--- src/rtl/ram_reader_pkg.sv ---
// rtl/ram_reader_pkg.sv - shared types and constants for the SDRAM read engine
package ram_reader_pkg;

    localparam int WORD_BITS = 16;
    localparam int LEN_BITS  = 16;

    typedef enum logic [1:0] {
        IDLE  = 2'd0,
        ISSUE = 2'd1,
        WAIT  = 2'd2
    } state_t;

    typedef struct packed {
        logic [WORD_BITS-1:0] data;
        logic                 last;
    } fifo_entry_t;

endpackage

--- src/rtl/ram_reader_if.sv ---
// rtl/ram_reader_if.sv - command, SDRAM and output-stream signals of the read engine
interface ram_reader_if #(
    parameter int ADDR_BITS = 24
);
    import ram_reader_pkg::*;

    logic                 cmd_valid;
    logic                 cmd_ready;
    logic [ADDR_BITS-1:0] cmd_addr;
    logic [LEN_BITS-1:0]  cmd_len;

    logic                 ram_req;
    logic                 ram_ack;
    logic                 ram_we;
    logic [ADDR_BITS-1:0] ram_address;
    logic [WORD_BITS-1:0] ram_data_read;

    logic                 data_valid;
    logic                 data_ready;
    logic [WORD_BITS-1:0] data;
    logic                 data_last;
    logic                 busy;

    // Read engine side
    modport master (
        input  cmd_valid, cmd_addr, cmd_len, ram_ack, ram_data_read, data_ready,
        output cmd_ready, ram_req, ram_we, ram_address, data_valid, data, data_last, busy
    );

    // Command producer / SDRAM controller / consumer side
    modport slave (
        output cmd_valid, cmd_addr, cmd_len, ram_ack, ram_data_read, data_ready,
        input  cmd_ready, ram_req, ram_we, ram_address, data_valid, data, data_last, busy
    );

endinterface

--- src/rtl/ram_reader_fifo.sv ---
// rtl/ram_reader_fifo.sv - first-word-fall-through FIFO of {data, last} entries
module word_fifo
    import ram_reader_pkg::*;
#(
    parameter int DEPTH = 4
) (
    input  logic                     clk,
    input  logic                     reset,
    input  logic                     push_i,
    input  fifo_entry_t              push_entry_i,
    input  logic                     pop_i,
    output fifo_entry_t              head_o,
    output logic                     valid_o,
    output logic [$clog2(DEPTH):0]   count_o
);

    localparam int PTR_BITS = $clog2(DEPTH);
    localparam int CNT_BITS = PTR_BITS + 1;

    fifo_entry_t         mem_q [DEPTH];
    logic [PTR_BITS-1:0] rd_ptr_q;
    logic [PTR_BITS-1:0] wr_ptr_q;
    logic [CNT_BITS-1:0] count_q;

    logic do_pop;
    logic do_push;

    // An empty FIFO ignores pops; a full one only takes a push alongside a pop
    assign do_pop  = pop_i && (count_q != '0);
    assign do_push = push_i && ((count_q != CNT_BITS'(DEPTH)) || do_pop);

    // Storage array; contents are don't-care until written, so no reset needed
    always_ff @(posedge clk) begin
        if (do_push) begin
            mem_q[wr_ptr_q] <= push_entry_i;
        end
    end

    // Pointer and occupancy bookkeeping; reset discards all entries
    always_ff @(posedge clk) begin
        if (reset) begin
            rd_ptr_q <= '0;
            wr_ptr_q <= '0;
            count_q  <= '0;
        end else begin
            if (do_push) begin
                wr_ptr_q <= wr_ptr_q + PTR_BITS'(1);
            end
            if (do_pop) begin
                rd_ptr_q <= rd_ptr_q + PTR_BITS'(1);
            end
            case ({do_push, do_pop})
                2'b10:   count_q <= count_q + CNT_BITS'(1);
                2'b01:   count_q <= count_q - CNT_BITS'(1);
                default: count_q <= count_q;
            endcase
        end
    end

    assign head_o  = mem_q[rd_ptr_q];
    assign valid_o = (count_q != '0);
    assign count_o = count_q;

endmodule

--- src/rtl/ram_reader.sv ---
// rtl/ram_reader.sv - sequential single-word SDRAM reader with buffered stream output
module ram_reader
    import ram_reader_pkg::*;
#(
    parameter int ADDR_BITS  = 24,
    parameter int FIFO_DEPTH = 4
) (
    input  logic         clk,
    input  logic         reset,
    ram_reader_if.master bus
);

    localparam int CNT_BITS = $clog2(FIFO_DEPTH) + 1;

    state_t               state_q,     state_d;
    logic                 ram_req_q,   ram_req_d;
    logic [ADDR_BITS-1:0] address_q,   address_d;
    logic [LEN_BITS-1:0]  remaining_q, remaining_d;
    logic                 busy_q,      busy_d;

    logic                 push;
    fifo_entry_t          push_entry;
    logic                 pop;
    fifo_entry_t          head;
    logic                 head_valid;
    logic [CNT_BITS-1:0]  fifo_count;
    logic                 idle_ready;

    assign idle_ready = (state_q == IDLE);
    assign pop        = head_valid && bus.data_ready;
    assign push_entry = '{data: bus.ram_data_read, last: (remaining_q == LEN_BITS'(1))};

    word_fifo #(
        .DEPTH (FIFO_DEPTH)
    ) u_fifo (
        .clk          (clk),
        .reset        (reset),
        .push_i       (push),
        .push_entry_i (push_entry),
        .pop_i        (pop),
        .head_o       (head),
        .valid_o      (head_valid),
        .count_o      (fifo_count)
    );

    // Next-state: accept commands, issue one read at a time, collect completions
    always_comb begin
        state_d     = state_q;
        ram_req_d   = ram_req_q;
        address_d   = address_q;
        remaining_d = remaining_q;
        busy_d      = busy_q;
        push        = 1'b0;

        // Drop busy once the final buffered word of the final command leaves
        if (pop && head.last && (fifo_count == CNT_BITS'(1)) && (state_q == IDLE)) begin
            busy_d = 1'b0;
        end

        case (state_q)
            IDLE: begin
                if (bus.cmd_valid && (bus.cmd_len != '0)) begin
                    address_d   = bus.cmd_addr;
                    remaining_d = bus.cmd_len;
                    busy_d      = 1'b1;
                    state_d     = ISSUE;
                end
            end
            ISSUE: begin
                // No read is in flight here, so any free slot can be reserved for it
                if (fifo_count < CNT_BITS'(FIFO_DEPTH)) begin
                    ram_req_d = ~ram_req_q;
                    state_d   = WAIT;
                end
            end
            WAIT: begin
                if (bus.ram_ack == ram_req_q) begin
                    push        = 1'b1;
                    address_d   = address_q + ADDR_BITS'(1);
                    remaining_d = remaining_q - LEN_BITS'(1);
                    state_d     = (remaining_q == LEN_BITS'(1)) ? IDLE : ISSUE;
                end
            end
            default: begin
                state_d = IDLE;
            end
        endcase
    end

    // State and datapath registers; an in-flight read is abandoned on reset
    always_ff @(posedge clk) begin
        if (reset) begin
            state_q     <= IDLE;
            ram_req_q   <= 1'b0;
            address_q   <= '0;
            remaining_q <= '0;
            busy_q      <= 1'b0;
        end else begin
            state_q     <= state_d;
            ram_req_q   <= ram_req_d;
            address_q   <= address_d;
            remaining_q <= remaining_d;
            busy_q      <= busy_d;
        end
    end

    assign bus.cmd_ready   = idle_ready && !reset;
    assign bus.ram_req     = ram_req_q;
    assign bus.ram_we      = 1'b0;
    assign bus.ram_address = address_q;
    assign bus.data_valid  = head_valid;
    assign bus.data        = head.data;
    assign bus.data_last   = head_valid && head.last;
    assign bus.busy        = busy_q;

endmodule

--- src/flat_wrapper.sv ---
// flat-port wrapper written by rule: the top's interface ports become plain ports
module ram_reader_flat import ram_reader_pkg::*;
#(
    parameter int ADDR_BITS  = 24,
    parameter int FIFO_DEPTH = 4
)
  (clk, reset, bus_cmd_valid, bus_cmd_addr, bus_cmd_len, bus_ram_ack, bus_ram_data_read, bus_data_ready, bus_cmd_ready, bus_ram_req, bus_ram_we, bus_ram_address, bus_data_valid, bus_data, bus_data_last, bus_busy);
  ram_reader_if #(.ADDR_BITS(ADDR_BITS)) bus_i ();
  input  logic clk;
  input  logic reset;
  input wire logic [$bits(bus_i.cmd_valid)-1:0] bus_cmd_valid;
  input wire logic [$bits(bus_i.cmd_addr)-1:0] bus_cmd_addr;
  input wire logic [$bits(bus_i.cmd_len)-1:0] bus_cmd_len;
  input wire logic [$bits(bus_i.ram_ack)-1:0] bus_ram_ack;
  input wire logic [$bits(bus_i.ram_data_read)-1:0] bus_ram_data_read;
  input wire logic [$bits(bus_i.data_ready)-1:0] bus_data_ready;
  output wire logic [$bits(bus_i.cmd_ready)-1:0] bus_cmd_ready;
  output wire logic [$bits(bus_i.ram_req)-1:0] bus_ram_req;
  output wire logic [$bits(bus_i.ram_we)-1:0] bus_ram_we;
  output wire logic [$bits(bus_i.ram_address)-1:0] bus_ram_address;
  output wire logic [$bits(bus_i.data_valid)-1:0] bus_data_valid;
  output wire logic [$bits(bus_i.data)-1:0] bus_data;
  output wire logic [$bits(bus_i.data_last)-1:0] bus_data_last;
  output wire logic [$bits(bus_i.busy)-1:0] bus_busy;
  assign bus_i.cmd_valid = bus_cmd_valid;
  assign bus_i.cmd_addr = bus_cmd_addr;
  assign bus_i.cmd_len = bus_cmd_len;
  assign bus_i.ram_ack = bus_ram_ack;
  assign bus_i.ram_data_read = bus_ram_data_read;
  assign bus_i.data_ready = bus_data_ready;
  assign bus_cmd_ready = bus_i.cmd_ready;
  assign bus_ram_req = bus_i.ram_req;
  assign bus_ram_we = bus_i.ram_we;
  assign bus_ram_address = bus_i.ram_address;
  assign bus_data_valid = bus_i.data_valid;
  assign bus_data = bus_i.data;
  assign bus_data_last = bus_i.data_last;
  assign bus_busy = bus_i.busy;
  ram_reader #(.ADDR_BITS(ADDR_BITS), .FIFO_DEPTH(FIFO_DEPTH)) u_core (.clk(clk), .reset(reset), .bus(bus_i));
endmodule
--- config.mk ---
export PLATFORM = sky130hd
export DESIGN_NAME = ram_reader_flat
export DESIGN_NICKNAME = d
export VERILOG_FILES = /design/src/rtl/ram_reader_pkg.sv /design/src/rtl/ram_reader_if.sv /design/src/rtl/ram_reader_fifo.sv /design/src/rtl/ram_reader.sv /design/src/flat_wrapper.sv
export SDC_FILE = /design/constraint.sdc
export NUM_CORES = 1
export LEC_CHECK = 0
export ABC_AREA = 1
export CORE_ASPECT_RATIO = 0.8
export CORE_UTILIZATION = 40
export CTS_BUF_LIST = sky130_fd_sc_hd__clkbuf_16
export DETAILED_ROUTE_END_ITERATION = 6
export HOLD_SLACK_MARGIN = 0.08
export PLACE_DENSITY_LB_ADDON = 0.1
export SYNTH_ARGS = -nofsm -noshare
export SYNTH_HDL_FRONTEND = slang
export SYNTH_HIERARCHICAL = 1
export SYNTH_SLANG_ARGS = --single-unit
--- constraint.sdc ---
create_clock -name clk -period 2.4 [get_ports clk]
set_input_delay 0.24 -clock clk [delete_from_list [all_inputs] [get_ports clk]]
set_output_delay 0.24 -clock clk [all_outputs]
set_load 0.005 [all_outputs]
==> results.md, run 1 <==
- Outcome: complete, no violations
- H-Tree Depth: 4
- Crit path time final: 2.25 ns
- Final worst-path setup slack: ~0.15 ns
- Number of sinks driven by the clock tree: ~120
- Endpoints failing hold: 0
- Gpl congestion: 0.894
- Count of synthesis-stage warnings from yosys: 6
- RSZ-0062 raised after global routing: false
- Vias after detailed routing: approximately 5500
- Synth Area in Simple Gates: 26.0%
- R2R cell count: 12
- Launch point of the worst reg-to-reg path: u_core/u_fifo/count_o[2]$_SDFFE_PP0P_
- Vias per cell: about 5.0
- First-pass GRT wire length: between 20000 and 30000 µm
- Number of standard cells in the layout, taps in and fillers out: roughly 1100
- Maximum clock rate: 0.445 GHz
- Die outline area: 0.0160 mm²
- Endpoint of the worst register-to-register path: u_core/u_fifo/count_o[2]$_SDFFE_PP0P_
- Final total negative setup slack: 0 ns
- Post-route antenna net violation count: 0
- Chip height: roughly 110 µm
- Number of flip-flops and latches in the synthesized netlist: about 120
- Initial core utilization: ~41%
- Die width: approximately 140 µm
- Post-route DRC violation count: 0
- Overall power: 0.00615 W
- Path class of the lowest-slack min-delay path: input port to register
- Antenna Diode Count: 0
- Multiplexer area fraction after synthesis: 0.485%
- Count of flip-flops with a built-in enable after synthesis: ~70
- Arrival @ worst endpoint: around 2.0 ns
- Path type of the worst setup path: register to output port
- Clock edge transition at the registers on the reported setup and hold paths: about 0.06 ns
- Half-perimeter wire length after detailed placement: between 10000 and 15000 µm
- Share of cells above drive strength 1: a little under 9%
- Count of port buffers added during placement: roughly 110
- Critical Path Source Type: register
- Power density of the placed cells: between 700 and 800 mW/mm²
- Nature of the critical path endpoint: output port
- Pin count of the biggest net entering global routing: between 50 and 60
- Area fraction in compound gates after synthesis: between 10 and 15%
- Main combinational cell family by area after synthesis: simple AND/OR/NAND/NOR gates
- Synth Area in Adders: 1.74%
- Max_slew headroom: about a third
- Instance count of the mapped netlist: 757
- Clock latency on the worst-skew pair: roughly 0.42 ns
- Count of max-cap constraint violations: 0
- Required time at the worst-slack endpoint: 2.16 ns
- VDD IR-drop max: between 0.4 and 0.5 mV
- Hold path depth: 1
- Routed wire length: 16100 µm
- Static Leakage: roughly 3 nW
- Mean instance size in the synthesized netlist: between 8 and 9 µm²
- Period utilization: between 90 and 100%
- Io pins: between 100 and 150
- Proportion of synthesized chip area in sequential cells: between 50% and 60%
- Number of clock buffers inserted by TritonCTS: 17
- Fin nets: just over 900
- Final routed wire length divided by cell count: between 10 and 15 µm
- Final slew viol count: 0
- Overall fraction of global-route tracks in use: about a fifth
- Cell count after placement: 1056
- Number of rows created at floorplan: 40
- Root Driver: sky130_fd_sc_hd__clkbuf_16
- Gr ovfl total: 0
- Standard cell core area: around 0.015 mm²
- Detailed Route Iter0 Violations: roughly 280
- Slew at the pin closest to its max-slew limit: between 1 and 1.5 ns
- Post-Place Setup Slack: around 0.19 ns
- Largest fanout on the critical path: 17
- Total of fill cells in the finished design: 1369
- Slack of the worst reg-to-reg path: 0.21 ns
- CTS tree: done
- Distinct cell type count after synthesis: 48
- Number of buffers between clock root and the deepest sink: 2
- Number of antenna violations at the first check in global routing: 0
- Synth Area in XOR/XNOR: less than 1%
- Min-delay src: bus_ram_data_read[4]
- Netlist area before placement: roughly 0.0062 mm²
- Maximum clock skew at final layout: 0.00809 ns
- Synth async-reset ratio: 0%
- Final setup viols: 0
- Via count of the first global-routing pass: 5403
- Syn Nets: roughly 830
- First drt pass iteration count: 5
- Area growth, synth to finish: 30.7%
- Most used flip-flop cell after synthesis: sky130_fd_sc_hd__edfxtp_1
- Min-Delay Endpoint: u_core/u_fifo/mem_q[2][5]$_DFFE_PP_
==> synth_stat cells, types with 9 or more instances <==
master	count	area [µm²]
sky130_fd_sc_hd__a21oi_1	41	205
sky130_fd_sc_hd__clkbuf_1	12	45.0
sky130_fd_sc_hd__dfxtp_1	53	1060
sky130_fd_sc_hd__edfxtp_1	68	2040
sky130_fd_sc_hd__inv_1	45	169
sky130_fd_sc_hd__nand2_1	150	563
sky130_fd_sc_hd__nand3_1	34	170
sky130_fd_sc_hd__nand4_1	10	62.6
sky130_fd_sc_hd__nor2_1	146	548
sky130_fd_sc_hd__nor3_1	11	55.1
sky130_fd_sc_hd__o21ai_0	75	375
sky130_fd_sc_hd__o21ai_1	9	45.0
sky130_fd_sc_hd__o22ai_1	18	113
==> timing repair <==
action / 4_1_cts / 5_1_grt
setup buffers: 0 / 0
gates cloned: 0 / 0
setup endpoints to repair: 5 / 9
hold buffers: 0 / 0
gates resized for setup: 2 / 5
==> stage by stage <==
stage | hold WS [ns] | cell area, µm² | util, %
finish | 0.457 | 8090 | 53.7
global route | 0.476 | 8090 | 53.7
CTS | 0.447 | 8080 | 53.6
detailed placement | 0.458 | 7420 | 49.3
global placement | 0.447 | 7420 | 49.3
floorplan | 0.302 | 6190 | -
==> cell usage in the layout, fill, tap and decap left out, types with 6 or more instances in the layout <==
cell type	netlist	routed
sky130_fd_sc_hd__nand2_1	150	150
sky130_fd_sc_hd__nor2_1	146	146
sky130_fd_sc_hd__clkdlybuf4s50_1	0	105
sky130_fd_sc_hd__o21ai_0	75	75
sky130_fd_sc_hd__edfxtp_1	68	68
sky130_fd_sc_hd__dfxtp_1	53	51
sky130_fd_sc_hd__inv_1	45	44
sky130_fd_sc_hd__a21oi_1	41	41
sky130_fd_sc_hd__nand3_1	34	34
sky130_fd_sc_hd__o22ai_1	18	18
sky130_fd_sc_hd__clkbuf_16	0	17
sky130_fd_sc_hd__buf_4	6	12
sky130_fd_sc_hd__nor3_1	11	11
sky130_fd_sc_hd__nand4_1	10	10
sky130_fd_sc_hd__o21ai_1	9	9
sky130_fd_sc_hd__nand3b_1	7	7
sky130_fd_sc_hd__ha_1	7	7
sky130_fd_sc_hd__nand2_2	6	6
sky130_fd_sc_hd__xor2_1	6	6
==> report_power, final <==
| part | leakage (nW) | internal [W] | switching, W |
|---|---|---|---|
| Clock | 0.305 | 0.00184 | 0.000963 |
| Sequential | 1.05 | 0.00230 | 0.000133 |
| Combinational | 1.66 | 0.000423 | 0.000494 |
==> kinds of logic after synthesis <==
logic type / Yosys count
xor gates and xnor gates: 7
buffers and inverters: 80
DFF: 121
muxes: 3
and+or+nand+nor: 378
other: 1
adders and majority gates: 8
AOI/OAI and AO/OA: 159
==> area by class of cell <==
| type | count | area, µm² | share of cell area [%] |
|---|---|---|---|
| Inverter | 49 | 196 | 2.43 |
| Timing Repair Buffer | 120 | 1190 | 14.7 |
| Tap cell | 210 | 263 | 3.25 |
| Clock buffer | 17 | 425 | 5.26 |
| Clock inverter | 15 | 225 | 2.78 |
| Multi-Input combinational cell | 556 | 2690 | 33.2 |
| Sequential cell | 121 | 3110 | 38.4 |
==> registers in the layout, summed over array words and instances, names as in the netlist, named ones only <==
name / flops
u_core/u_fifo/wr_ptr_q: 2
u_core/u_fifo/count_o: 3
u_core/u_fifo/mem_q: 68
u_core/state_q: 2
u_core/remaining_q: 16
u_core/bus.ram_address: 24
u_core/bus.ram_req: 1
u_core/u_fifo/rd_ptr_q: 2
u_core/bus.busy: 1
==> per-layer routing <==
metal  global-route usage [%]  part of all wire (%)
met2                     32.6                    44
met4                     5.36                   1.0
met1                     29.3                    50
met5                        0                     0
met3                     5.59                   4.7
==> worst max-delay path, cell delays in order, from the launching register on <==
cell and delay (ns):
sky130_fd_sc_hd__dfxtp_1 0.40, sky130_fd_sc_hd__buf_8 0.19, sky130_fd_sc_hd__o21ai_0 0.13, sky130_fd_sc_hd__o22ai_1 0.23
sky130_fd_sc_hd__nand2_1 0.07, sky130_fd_sc_hd__inv_1 0.07, sky130_fd_sc_hd__clkdlybuf4s50_1 0.49
==> worst max-delay path by stage <==
stage	startpoint	slack (ns)	endpoint	cells after the start
floorplan	u_core/bus.ram_req$_SDFFE_PP0P_	0.31	u_core/u_fifo/mem_q[0][0]$_DFFE_PP_	5
global placement	bus_data_ready	0.26	u_core/u_fifo/count_o[2]$_SDFFE_PP0P_	11
detailed placement	u_core/u_fifo/count_o[2]$_SDFFE_PP0P_	0.19	u_core/u_fifo/count_o[2]$_SDFFE_PP0P_	12
CTS	register	0.005	bus_data_last	6
global route	register	0.02	bus_data_last	6
finish	register	0.15	bus_data_last	6
No activity file was read; power rests on OpenSTA's default activity.
==> run 2: changes to the inputs <==
--- a/config.mk
+++ b/config.mk
@@ -12,6 +12,7 @@
 export DETAILED_ROUTE_END_ITERATION = 6
 export HOLD_SLACK_MARGIN = 0.08
 export PLACE_DENSITY_LB_ADDON = 0.1
+export SLEW_MARGIN = 20
 export SYNTH_ARGS = -nofsm -noshare
 export SYNTH_HDL_FRONTEND = slang
 export SYNTH_HIERARCHICAL = 1
==> results of run 2 <==
Final layout, timing and power as in run 1 (identical DEF).
==> run 3: changes to the inputs <==
--- a/config.mk
+++ b/config.mk
@@ -17,3 +17,4 @@
 export SYNTH_HDL_FRONTEND = slang
 export SYNTH_HIERARCHICAL = 1
 export SYNTH_SLANG_ARGS = --single-unit
+export TNS_END_PERCENT = 100
==> results of run 3 <==
Final layout, timing and power as in run 1 (identical DEF).
